`config.mk`:
```
export PLATFORM = sky130hd
export DESIGN_NAME = inst_fetch_flat
export DESIGN_NICKNAME = d
export VERILOG_FILES = /design/src/rtl/inst_fetch_if.sv /design/src/rtl/inst_fetch.sv /design/src/flat_wrapper.sv
export SDC_FILE = /design/constraint.sdc
export NUM_CORES = 1
export LEC_CHECK = 0
export BUFFER_PORTS_ARGS = -buffer_cell sky130_fd_sc_hd__buf_2
export CORE_UTILIZATION = 45
export CTS_BUF_LIST = sky130_fd_sc_hd__clkbuf_8
export DETAILED_ROUTE_END_ITERATION = 8
export GPL_ROUTABILITY_DRIVEN = 0
export PLACE_DENSITY = 0.83
export SYNTH_ARGS = -nofsm -noshare
export SYNTH_HDL_FRONTEND = slang
export SYNTH_SLANG_ARGS = --single-unit
export TNS_END_PERCENT = 100
```
`constraint.sdc`:
```
create_clock -name clk -period 3.2 [get_ports clk]
set_input_delay 0.48 -clock clk [delete_from_list [all_inputs] [get_ports clk]]
set_output_delay 0.48 -clock clk [all_outputs]
set_load 0.01 [all_outputs]
```
`src/rtl/inst_fetch_if.sv`:
```
// Instruction-memory request/response bundle for the fetch stage.
// Single outstanding request: req/addr held until a one-cycle ack.
interface inst_fetch_if;
  logic        imem_req;
  logic [31:0] imem_addr;
  logic        imem_ack;
  logic [31:0] imem_rdata;

  modport master (
    output imem_req,
    output imem_addr,
    input  imem_ack,
    input  imem_rdata
  );

  modport slave (
    input  imem_req,
    input  imem_addr,
    output imem_ack,
    output imem_rdata
  );
endinterface

```
`src/rtl/inst_fetch.sv`:
```
// Instruction-fetch stage: PC owner, single-outstanding imem requester.
// IF_ALIGN_CHECK_EN adds if_excp_adel for misaligned fetch addresses.
module inst_fetch #(
  parameter logic [31:0] RESET_PC = 32'h0000_0000,
  parameter int unsigned PC_STEP  = 4
) (
  input  logic         clk,
  input  logic         rst_n,
  input  logic [5:0]   stall,
  input  logic         flush,
  input  logic [31:0]  new_pc,
  input  logic         branch_flag_i,
  input  logic [31:0]  branch_target_addr_i,
  inst_fetch_if.master imem,
  output logic [31:0]  if_pc,
  output logic [31:0]  if_inst,
  output logic         if_rom_ce,
  output logic         stallreq_if
`ifdef IF_ALIGN_CHECK_EN
  ,output logic        if_excp_adel
`endif
);

  typedef enum logic [1:0] {
    IDLE,
    REQ,
    VALID,
    DROP
  } state_t;

  state_t      state, state_n;
  logic [31:0] pc, pc_n;
  logic        req_q, req_n;
  logic [31:0] addr_q, addr_n;
  logic [31:0] ifpc_q, ifpc_n;
  logic [31:0] inst_q, inst_n;
  logic        ce_q, ce_n;
  logic        issue;
  logic [31:0] tgt;
  logic        consume;
  logic [31:0] next_pc;
  logic        unused_stall;
`ifdef IF_ALIGN_CHECK_EN
  logic        adel_q, adel_n;
`endif

  assign unused_stall = ^stall[5:2];

  assign consume = (state == VALID) && !stall[0]
                && !stall[1] && !flush;
  assign next_pc = branch_flag_i ? branch_target_addr_i
                                 : pc + 32'(PC_STEP);

  always_comb begin
    state_n = state;
    pc_n    = pc;
    req_n   = req_q;
    addr_n  = addr_q;
    ifpc_n  = ifpc_q;
    inst_n  = inst_q;
    ce_n    = ce_q;
    issue   = 1'b0;
    tgt     = pc;
`ifdef IF_ALIGN_CHECK_EN
    adel_n  = adel_q;
`endif
    unique case (state)
      IDLE: begin
        if (flush) pc_n = new_pc;
        tgt   = pc_n;
        issue = 1'b1;
      end
      REQ: begin
        if (flush) begin
          pc_n = new_pc;
          if (imem.imem_ack || !req_q) begin
            tgt   = new_pc;
            issue = 1'b1;
          end else begin
            state_n = DROP;
          end
        end else if (req_q && imem.imem_ack) begin
          state_n = VALID;
          inst_n  = imem.imem_rdata;
          ifpc_n  = pc;
          ce_n    = 1'b1;
          req_n   = 1'b0;
        end
`ifdef IF_ALIGN_CHECK_EN
        else if (!req_q) begin
          // misaligned target: no bus cycle, deliver a faulting slot
          state_n = VALID;
          inst_n  = '0;
          ifpc_n  = pc;
          ce_n    = 1'b1;
          adel_n  = 1'b1;
        end
`endif
      end
      VALID: begin
        if (flush) begin
          pc_n   = new_pc;
          ce_n   = 1'b0;
          inst_n = '0;
          tgt    = new_pc;
          issue  = 1'b1;
        end else if (consume) begin
          pc_n  = next_pc;
          ce_n  = 1'b0;
          tgt   = next_pc;
          issue = 1'b1;
        end
`ifdef IF_ALIGN_CHECK_EN
        if (issue) adel_n = 1'b0;
`endif
      end
      DROP: begin
        if (flush) pc_n = new_pc;
        if (imem.imem_ack) begin
          tgt   = pc_n;
          issue = 1'b1;
        end
      end
    endcase
    if (issue) begin
      state_n = REQ;
`ifdef IF_ALIGN_CHECK_EN
      addr_n = tgt;
      req_n  = (tgt[1:0] == 2'b00);
`else
      addr_n = tgt & 32'hFFFF_FFFC;
      req_n  = 1'b1;
`endif
    end
  end

  always_ff @(posedge clk or negedge rst_n) begin
    if (!rst_n) begin
      state  <= IDLE;
      pc     <= RESET_PC;
      req_q  <= 1'b0;
      addr_q <= '0;
      ifpc_q <= '0;
      inst_q <= '0;
      ce_q   <= 1'b0;
    end else begin
      state  <= state_n;
      pc     <= pc_n;
      req_q  <= req_n;
      addr_q <= addr_n;
      ifpc_q <= ifpc_n;
      inst_q <= inst_n;
      ce_q   <= ce_n;
    end
  end

`ifdef IF_ALIGN_CHECK_EN
  always_ff @(posedge clk or negedge rst_n) begin
    if (!rst_n) adel_q <= 1'b0;
    else        adel_q <= adel_n;
  end

  assign if_excp_adel = adel_q;
`endif

  assign imem.imem_req  = req_q;
  assign imem.imem_addr = addr_q;
  assign if_pc          = ifpc_q;
  assign if_inst        = inst_q;
  assign if_rom_ce      = ce_q;
  assign stallreq_if    = (state != VALID);

endmodule

```
`src/flat_wrapper.sv`:
```
// flat-port wrapper written by rule: the top's interface ports become plain ports
module inst_fetch_flat 
#(
  parameter logic [31:0] RESET_PC = 32'h0000_0000,
  parameter int unsigned PC_STEP  = 4
)
  (clk, rst_n, stall, flush, new_pc, branch_flag_i, branch_target_addr_i, if_pc, if_inst, if_rom_ce, stallreq_if, imem_imem_req, imem_imem_addr, imem_imem_ack, imem_imem_rdata);
  inst_fetch_if imem_i ();
  input  logic clk;
  input  logic rst_n;
  input  logic [5:0] stall;
  input  logic flush;
  input  logic [31:0] new_pc;
  input  logic branch_flag_i;
  input  logic [31:0] branch_target_addr_i;
  output logic [31:0] if_pc;
  output logic [31:0] if_inst;
  output logic if_rom_ce;
  output logic stallreq_if;
  output wire logic [$bits(imem_i.imem_req)-1:0] imem_imem_req;
  output wire logic [$bits(imem_i.imem_addr)-1:0] imem_imem_addr;
  input wire logic [$bits(imem_i.imem_ack)-1:0] imem_imem_ack;
  input wire logic [$bits(imem_i.imem_rdata)-1:0] imem_imem_rdata;
  assign imem_imem_req = imem_i.imem_req;
  assign imem_imem_addr = imem_i.imem_addr;
  assign imem_i.imem_ack = imem_imem_ack;
  assign imem_i.imem_rdata = imem_imem_rdata;
  inst_fetch #(.RESET_PC(RESET_PC), .PC_STEP(PC_STEP)) u_core (.clk(clk), .rst_n(rst_n), .stall(stall), .flush(flush), .new_pc(new_pc), .branch_flag_i(branch_flag_i), .branch_target_addr_i(branch_target_addr_i), .imem(imem_i), .if_pc(if_pc), .if_inst(if_inst), .if_rom_ce(if_rom_ce), .stallreq_if(stallreq_if));
endmodule
```
---- Yosys cells after proc, flatten, opt, wreduce, memory -nomap -nowiden ----
Cells that the tools add are included.
word-level totals
  input port bits ......................... 107
  register bits ........................... 130
  logic and storage cells ................. 72
  output and inout bits ................... 99
operators by class
  equal/unequal tests ..................... 10
  reductions and logical operators ........ 20
  bitwise gates (word level) .............. 1
  multiplexer cells ....................... 33
  add/subtract/negate cells ............... 1
operators with widths
  cell                   count
  $mux 32                10
  $pmux 32 s2            2
  $pmux 32 s4            1
  $add 32x3->32 const B  1
  $mux 1                 13
  $mux 2                 5
  $reduce_and 3->1       3
  $reduce_and 4->1       2
  $ne 2x2->1 const B     3
  $ne 3x2->1 const B     2
  $reduce_bool 2->1      3
  $eq 2x2->1 const B     2
  $logic_and 1x1->1      4
  $logic_not 1->1        4
  $ne 2x1->1 const B     2
  $pmux 1 s4             1
  $reduce_bool 3->1      1
  $reduce_or 3->1        1
  $eq 2x1->1 const B     1
  $logic_not 2->1        1
  $pmux 1 s2             1
  $logic_or 1x1->1       1
  $not 1->1              1

---- Logic depth before layout (Yosys ltp) ----
Gate-level depths: netlist of run 1.
  word-level depth ........................ 9
  gate-level depth with buffers ........... 10

---- Worst setup path before layout of run 1 ----
Ideal clock, no wire load.
  path type ............................... flip-flop to flip-flop
  start ................................... register u_core.pc[2]
  end ..................................... register u_core.addr_q[20], in the netlist u_core.imem.imem_addr[20]
  setup slack ............................. 0.947 ns
  path buffers ............................ 0
  arrival time ............................ 2.171 ns
  data required time ...................... 3.118 ns
  cell stages (with the launch flop) ...... 7
  setup time .............................. 0.082 ns
  cell sequence ........................... dfrtp_1 ha_1 nand4_1 or3_1 or4_1 a31o_2 a31oi_1
on the way
  word-level cells in the longest chain between the ends .. 5
RTL lines
  element                 RTL line           text
  start, declared         inst_fetch.sv:32   logic [31:0] pc, pc_n;
  start signal, assigned  inst_fetch.sv:148  pc <= pc_n;
  $add 32x3->32           inst_fetch.sv:52   : pc + 32'(PC_STEP);
  $mux 32                 inst_fetch.sv:51   assign next_pc = branch_flag_i ? branch_target_addr_i
  $mux 32                 -
  $mux 32                 inst_fetch.sv:101  if (flush) begin
  $pmux 32 s4             inst_fetch.sv:67   unique case (state)
  end signal, assigned    inst_fetch.sv:150  addr_q <= addr_n;
  end, declared           inst_fetch.sv:34   logic [31:0] addr_q, addr_n;
No other way between the ends.
A chain may end at the register's enable or synchronous reset.

---- Final worst setup path of run 1 ----
  start ................................... register u_core.pc[2]
  end ..................................... register u_core.pc[28]
on the way
  word-level cells in the longest chain between the ends .. 5
RTL lines
  element                    RTL line           text
  $add 32x3->32              inst_fetch.sv:52
  $mux 32                    inst_fetch.sv:51
  $mux 32                    inst_fetch.sv:107  end else if (consume) begin
  $mux 32                    -
  $pmux 32 s2                inst_fetch.sv:67
  named net u_core.pc_n[28]  inst_fetch.sv:32
The timed path passes the listed nets, and every way through them passes these cells.

==> flow_summary_export.csv, run 1 <==
group,metric,value,unit
run_status,status,"complete, no violations",
global_route,grt-ovfl-total,0,
cts,root_buffer,"clkbuf_8",
routing,dr.pass1.iters,5,
power,ir_drop,471,uV
power,p_total,7.16,mW
floorplanning,die_w,129,um
placement,dpl-instance-area,8420,um^2
timing,max_slew_margin,0.203,
synthesis,postSynthAreaPerCell,8.47,um^2
timing,rsz0062_at_grt,"false",
routing,wl_per_cell,18.4,um
synthesis,yosys.area.top_type_share,0.446,
synthesis,synth_edf_count,0,
floorplanning,rows,46,
cts,cts_setup_buffers,0,
global_route,grt_usage,0.279,
global_route,grt_pass1_vias,6854,
min_path,hold_class,"primary input to register",
synthesis,synth_area_leaders,"dfrtp_1 45%, nand2_1 11%, mux2i_1 3.4%",
floorplanning,die_y,129,um
floorplanning,io-pin-count,206,
synthesis,synth_top_cell_by_area,"dfrtp_1",
finish,area_growth,21.1,%
finish,nets,1132,
cts,cts_made_buffers,17,
synthesis,synth_flop_cell,"dfrtp_1",
cts,clk_pin_slew,80,ps
run,drv_cap,0,
global_route,antenna_found_initial,2,
critical_path,endpoint_kind,"register",
power,power.density,811,nW/um^2
critical_path,required,3500,ps
critical_path,arrival,3010,ps
placement,post-place-ws,621,ps
finish,fin_area,8830,um^2
critical_path,path_cells,"ha_1, nand4_1, nor3_1, a31oi_1, nor3b_1, o22ai_1",
synthesis,ys_ff_latch,130,
cts,cts_buffer_depth,2,
synthesis,netlist_area,7290,um^2
synthesis,ys_async_sr_fraction,1.00,
floorplanning,placeableCoreArea,15800,um^2
routing,drc,0,
placement,place_inst,1220,
timing,worst_slack,495,ps
routing,antenna_left,0,
critical_path,crit_slowest_cell,"nor3_1",
routing,drtIter0Drc,830,
cts,ctsHtreeMaxLevel,4,
finish,fin_cells,1253,
critical_path,critPathLaunchType,"register",
synthesis,yosys-top-cells-count,"205 x nand2_1, 130 x dfrtp_1, 52 x clkbuf_1",
critical_path,path_class,"register to register",
timing,drv_slew,0,
global_route,grt_pass1_wl,35.7,mm
placement,io_buffers,199,
synthesis,syn_inst,861,
finish,final_layout_size_suffix_gt1_frac,0.260,
routing,num_vias,7453,
timing,post-route-min-period,2700,ps
synthesis,ys_types,64,
timing,finalCritPeriodShare,0.845,
critical_path,critical_path.max_stage_delay,740,ps
timing,clock_skew,8.69,ps
synthesis,yosysMostFrequentCell,"nand2_1",
cts,clkLatencyLatePin,460,ps
cts,cts_tree,"done",
timing,setup_viol,0,
routing,wirelength,23.1,mm
timing,tightestPinTransition,1200,ps
floorplanning,die-area,16700,um^2
cts,cts_sinks,130,
floorplanning,initial_utilization,0.461,
placement,hpwl,16.2,mm
timing,setup_tns,0,ps
timing,hold_violations,0,
routing,vias_per_cell,5.95,
synthesis,ys_seq_area_frac,0.446,
synthesis,ys.warnings.count,0,
critical_path,critPathMaxFanout,8,
power,p_leak,4.18,nW
global_route,grt_max_degree,65,
timing,fmax,370,MHz
sequential cells by signal, summed over array words and instances (netlist names), named ones only:
name / count
u_core.imem.imem_req: 1
u_core.pc: 30
u_core.imem.imem_addr: 30
u_core.if_inst: 32
u_core.if_rom_ce: 1
u_core.state: 2
u_core.if_pc: 32
what timing repair did:
action,4_1_cts,5_1_grt
resized for setup,0,0
endpoints found under the hold margin,8,0
hold buffers,1,0
cell usage in the layout, fill, tap and decap left out, drive strengths merged, types with 7 or more instances in the layout:
cell    count
and3       10
a31oi       8
nand4      11
dfrtp     130
buf       218
nand3      49
o211ai     21
a211o      10
a221oi     23
nand2     205
a21oi      31
nor3       21
nor4       12
o21ai      44
nand2b     16
clkbuf     19
mux2i      25
nor2       41
or4         7
inv        13
o22ai       8
critical path, delay by kind of cell (launching register included):
kind / cells / cell delay, ps
AOI/OAI and AO/OA: 2 / 350
adders and majority gates: 1 / 290
and+or+nand+nor: 3 / 1400
DFF: 1 / 510
final timing paths:
check,start,to,slack [ps],cells past startpoint
max in group asynchronous,rst_n,u_core.if_pc[28],1840,3
worst min register to register,u_core.if_pc[24],u_core.if_pc[24],470,2
worst min-delay path,imem_imem_rdata[19],u_core.if_inst[19],210,3
min in group asynchronous,rst_n,u_core.if_inst[4],530,2
worst max-delay path,u_core.pc[2],u_core.pc[28],500,6
worst max register to register,u_core.pc[2],u_core.pc[28],500,6
layer usage:
layer | track usage | up-vias | share of wire
li1 | - | 3437 | -
met1 | 0.372 | 3571 | 0.42
met2 | 0.435 | 394 | 0.47
met3 | 0.0578 | 51 | 0.084
met4 | 0.129 | 0 | 0.026
met5 | 0 | - | 0
cell type report:
class | instances | area [um^2]
inverter | 13 | 48.8
fill | 1441 | 7000
antenna | 3 | 7.51
multi-input combinational | 643 | 3690
clock buffer | 19 | 262
sequential | 130 | 3250
timing repair buffer | 219 | 1160
tap | 216 | 270
clock inverter | 10 | 136
through the flow:
| step | hold WS (ps) | util |
|---|---|---|
| after global routing | 207 | 0.558 |
| after CTS | 189 | 0.558 |
| after detailed placement | 456 | 0.532 |
| after floorplan | 184 | - |
| after global placement | 450 | 0.532 |
| final | 205 | 0.558 |
logic make-up (layout without fill, tap and decap cells):
group	after synthesis	after routing	synth area share
DFF	130	130	0.446
muxes	25	25	0.0343
xor gates and xnor gates	6	6	0.00721
adders and majority gates	1	1	0.00172
other	1	5	0.000514
AOI/OAI and AO/OA	210	210	0.205
buffers and inverters	89	261	0.0498
and+or+nand+nor	399	399	0.255
power breakdown:
group	total [mW]	switching [mW]	internal, mW
Combinational	2.84	1.69	1.16
Clock	1.44	0.643	0.794
Sequential	2.88	0.567	2.32
No activity file was read; power rests on OpenSTA's default activity.
==> run 2: changes to the inputs <==
--- a/config.mk
+++ b/config.mk
@@ -5,12 +5,13 @@
 export SDC_FILE = /design/constraint.sdc
 export NUM_CORES = 1
 export LEC_CHECK = 0
+export ABC_AREA = 1
 export BUFFER_PORTS_ARGS = -buffer_cell sky130_fd_sc_hd__buf_2
 export CORE_UTILIZATION = 45
 export CTS_BUF_LIST = sky130_fd_sc_hd__clkbuf_8
 export DETAILED_ROUTE_END_ITERATION = 8
 export GPL_ROUTABILITY_DRIVEN = 0
-export PLACE_DENSITY = 0.83
+export PLACE_DENSITY = 0.84
 export SYNTH_ARGS = -nofsm -noshare
 export SYNTH_HDL_FRONTEND = slang
 export SYNTH_SLANG_ARGS = --single-unit
==> constraint.sdc (replaced) <==
create_clock -name clk -period 2.3 [get_ports clk]
set_input_delay 0.345 -clock clk [delete_from_list [all_inputs] [get_ports clk]]
set_output_delay 0.345 -clock clk [all_outputs]
set_load 0.01 [all_outputs]
==> run 2 against run 1 <==
Net effect:
- register-to-register slack worse by 230 ps
- total power grew 67%
- clock power up 39%
- synthesized cell count up 31%
- first-iteration DRC count grew 2.2%
- critical path type unchanged
- wire length up 9.2%
- clock skew is 4.2 ps higher
- core utilization is 0.47 points lower
- global-route usage increased by 0.27 points
==> flow_summary_export.csv, run 2 <==
group,metric,value,unit
critical_path,crit_top_cell,"nand2_1",
synthesis,syn_inst,1132,
synthesis,synth_compound_area_frac,0.170,
timing,drv_slew,0,
power,p_sw,5.47,mW
synthesis,yosys.area_share.simple,0.320,
cts,cts_buffer_depth,2,
min_path,worstHoldStart,"imem_imem_rdata[28]",
power,p_leak,5.04,nW
routing,wl_met1,10.5,mm
finish,final_common_cell,"nand2_1",
floorplanning,initial_utilization,0.460,
run_status,status,"complete, no violations",
min_path,hold_class,"primary input to register",
synthesis,synth_top_family_by_area,"simple AND/OR/NAND/NOR gates",
finish,area_growth,20.2,%
synthesis,synth_flop_cell,"dfrtp_1",
critical_path,required,2700,ps
timing,finalCritPeriodShare,0.883,
cts,cts_sinks,130,
synthesis,postSynthAreaPerCell,7.01,um^2
synthesis,synth_edf_count,0,
placement,io_buffers,199,
global_route,grt_pass1_wl,39.5,mm
floorplanning,io-pin-count,206,
finish,final_layout_size_suffix_gt1_frac,0.233,
run,drv_cap,0,
min_path,hold_end,"u_core.if_inst[28]",
routing,wl_per_cell,16.2,um
critical_path,r2r-end,"u_core.imem.imem_addr[12]",
floorplanning,die-area,18200,um^2
routing,drtIter0Drc,848,
cts,clkLatencyLatePin,460,ps
synthesis,synth_xor_area_frac,0.00221,
min_path,holdPathStages,3,
timing,setup_viol,0,
critical_path,r2r_start,"u_core.pc[2]",
critical_path,critical_path.max_stage_delay,450,ps
critical_path,r2r_cells,12,
synthesis,ys_async_sr_fraction,1.00,
global_route,grt_pass1_vias,7680,
critical_path,arrival,2440,ps
synthesis,ys_types,46,
timing,max_slew_margin,0.582,
synthesis,yosys-top-cells-count,"419 x nand2_1, 130 x dfrtp_1, 93 x nand3_1",
power,intPower,6.52,mW
timing,setup_tns,0,ps
critical_path,path_cells,"ha_1, nand3_1, inv_2, nand2_1, clkinv_1, nand2_1, o21ai_1, o21ai_1, nand2_1, nand2_1, nand2_1, nand2_1",
global_route,grt_max_degree,47,
critical_path,critPathLaunchType,"register",
routing,drc,0,
floorplanning,placeableCoreArea,17200,um^2
finish,mostFrequentLayoutCells,"419 x nand2_1, 198 x buf_2, 130 x dfrtp_1, 93 x nand3_1, 85 x inv_1",
cts,cts_made_buffers,17,
timing,clock_skew,12.9,ps
routing,dr.pass1.iters,8,
routing,routed.top_layer,"met5",
synthesis,synth_area_leaders,"dfrtp_1 41%, nand2_1 20%, nand3_1 5.9%",
power,power.density,1260,nW/um^2
finish,nets,1425,
placement,hpwl,18.5,mm
critical_path,critPathMaxFanout,5,
global_route,grt-ovfl-total,0,
critical_path,endpoint_kind,"register",
synthesis,yosysMostFrequentCell,"nand2_1",
synthesis,ys.warnings.count,0,
global_route,antenna_found_initial,3,
global_route,grt_usage,0.281,
power,p_total,12.0,mW
power,seq_power_share,0.338,
routing,num_vias,8551,
synthesis,synth_fa_ha_area_frac,0.00158,
routing,wirelength,25.2,mm
cts,clk_pin_slew,90,ps
critical_path,r2r_setup_slack,270,ps
power,ir_drop,591,uV
timing,fmax,493,MHz
routing,routed-wl-met3,2.98,mm
timing,post-route-min-period,2030,ps
floorplanning,die_y,135,um
routing,antenna_left,0,
floorplanning,die_w,135,um
critical_path,crit_slowest_cell,"dfrtp_1",
synthesis,muxShareOfSynthArea,0,
routing,vias_per_cell,5.50,
timing,tightestPinTransition,628,ps
timing,rsz0062_at_grt,"false",
synthesis,yosys.area.top_type_share,0.410,
cts,root_buffer,"clkbuf_8",
cts,ctsHtreeMaxLevel,4,
synthesis,synth_top_cell_by_area,"dfrtp_1",
timing,hold_violations,0,
power,combPwrFrac,0.495,
critical_path,path_class,"register to register",
synthesis,ys_ff_latch,130,
synthesis,netlist_area,7930,um^2
routing,wl_met2,10.9,mm
cts,cts_tree,"done",
critical_path,worstSetupStartpoint,"u_core.pc[2]",
synthesis,ys_seq_area_frac,0.410,
floorplanning,rows,48,
power,power.share.clock,0.167,
power,swShare,0.456,
[run 2: cell count changes after synthesis, moves of 13 or more]
cell      delta
nor3_1      -19
clkbuf_1    -37
nor2_1      +34
o21ai_1     +31
nand2_1    +214
a21oi_1     +16
buf_6       +13
o211ai_1    -17
nand3_1     +44
mux2i_1     -25
o21ai_2     +17
inv_1       +71
nand2b_1    -16
o21ai_0     +30
[run 2: worst max-delay path by stage]
stage / to / slack, ps
floorplan: u_core.imem.imem_addr[30] / 720
global placement: u_core.imem.imem_addr[5] / 260
detailed placement: u_core.imem.imem_addr[7] / 240
CTS: u_core.state[0] / 280
global route: u_core.imem.imem_addr[16] / 90
finish: u_core.imem.imem_addr[12] / 270
[run 2: cell families after synthesis]
| group | after synthesis |
|---|---|
| and+or+nand+nor | 613 |
| buffers and inverters | 162 |
| AOI/OAI and AO/OA | 223 |
| other | 1 |
| adders and majority gates | 1 |
| DFF | 130 |
| xor gates and xnor gates | 2 |
[run 2: layout make-up]
class                           count  area (um^2)
Antenna cell                        1         2.50
Clock buffer                       18          248
Clock inverter                     14          154
Fill cell                        1664         7700
Inverter                          100          377
Multi-Input combinational cell    841         3920
Sequential cell                   130         3250
Tap cell                          225          282
Timing Repair Buffer              227         1300
[run 2: critical path: cells and delay by family (launching register included)]
kind / cells / cell delay (ps)
flops: 1 / 450
compound gates: 2 / 250
buf+inv: 2 / 270
simple gates: 7 / 750
fa+ha+maj: 1 / 260
[run 2: power groups by stage]
stage | Combinational [mW] | Sequential [mW] | Clock [mW]
after floorplan | 3.55 | 4.35 | 0
after global placement | 5.76 | 4.03 | 0
after detailed placement | 5.89 | 4.06 | 0
after CTS | 5.91 | 4.03 | 2.02
after global routing | 6.66 | 4.15 | 2.13
final | 5.93 | 4.06 | 2.00
[run 2: stage by stage]
step | util | setup slack (ps) | cell area (um^2) | hold slack, ps | std cells
5_1_grt | 0.553 | 85.7 | 9530 | 74.7 | 1555
6_report | 0.553 | 270 | 9540 | 82.7 | 1556
4_1_cts | 0.553 | 278 | 9530 | 68.6 | 1555
3_5_place_dp | 0.529 | 244 | 9120 | 401 | 1522
3_3_place_gp | 0.529 | 258 | 9120 | 401 | 1522
2_1_floorplan | - | 721 | 7940 | 49.4 | 1133
[run 2: metal layers]
| metal | up-vias | GRT usage |
|---|---|---|
| li1 | 4057 | - |
| met5 | - | 0 |
| met4 | 4 | 0.117 |
| met2 | 567 | 0.427 |
| met3 | 77 | 0.0683 |
| met1 | 3846 | 0.384 |
[run 2: timing repair]
item / in CTS / in global routing
hold buffers: 1 / 0
hold endpoints to repair: 43 / 0
setup buffers: 0 / 0
resized for setup: 0 / 0
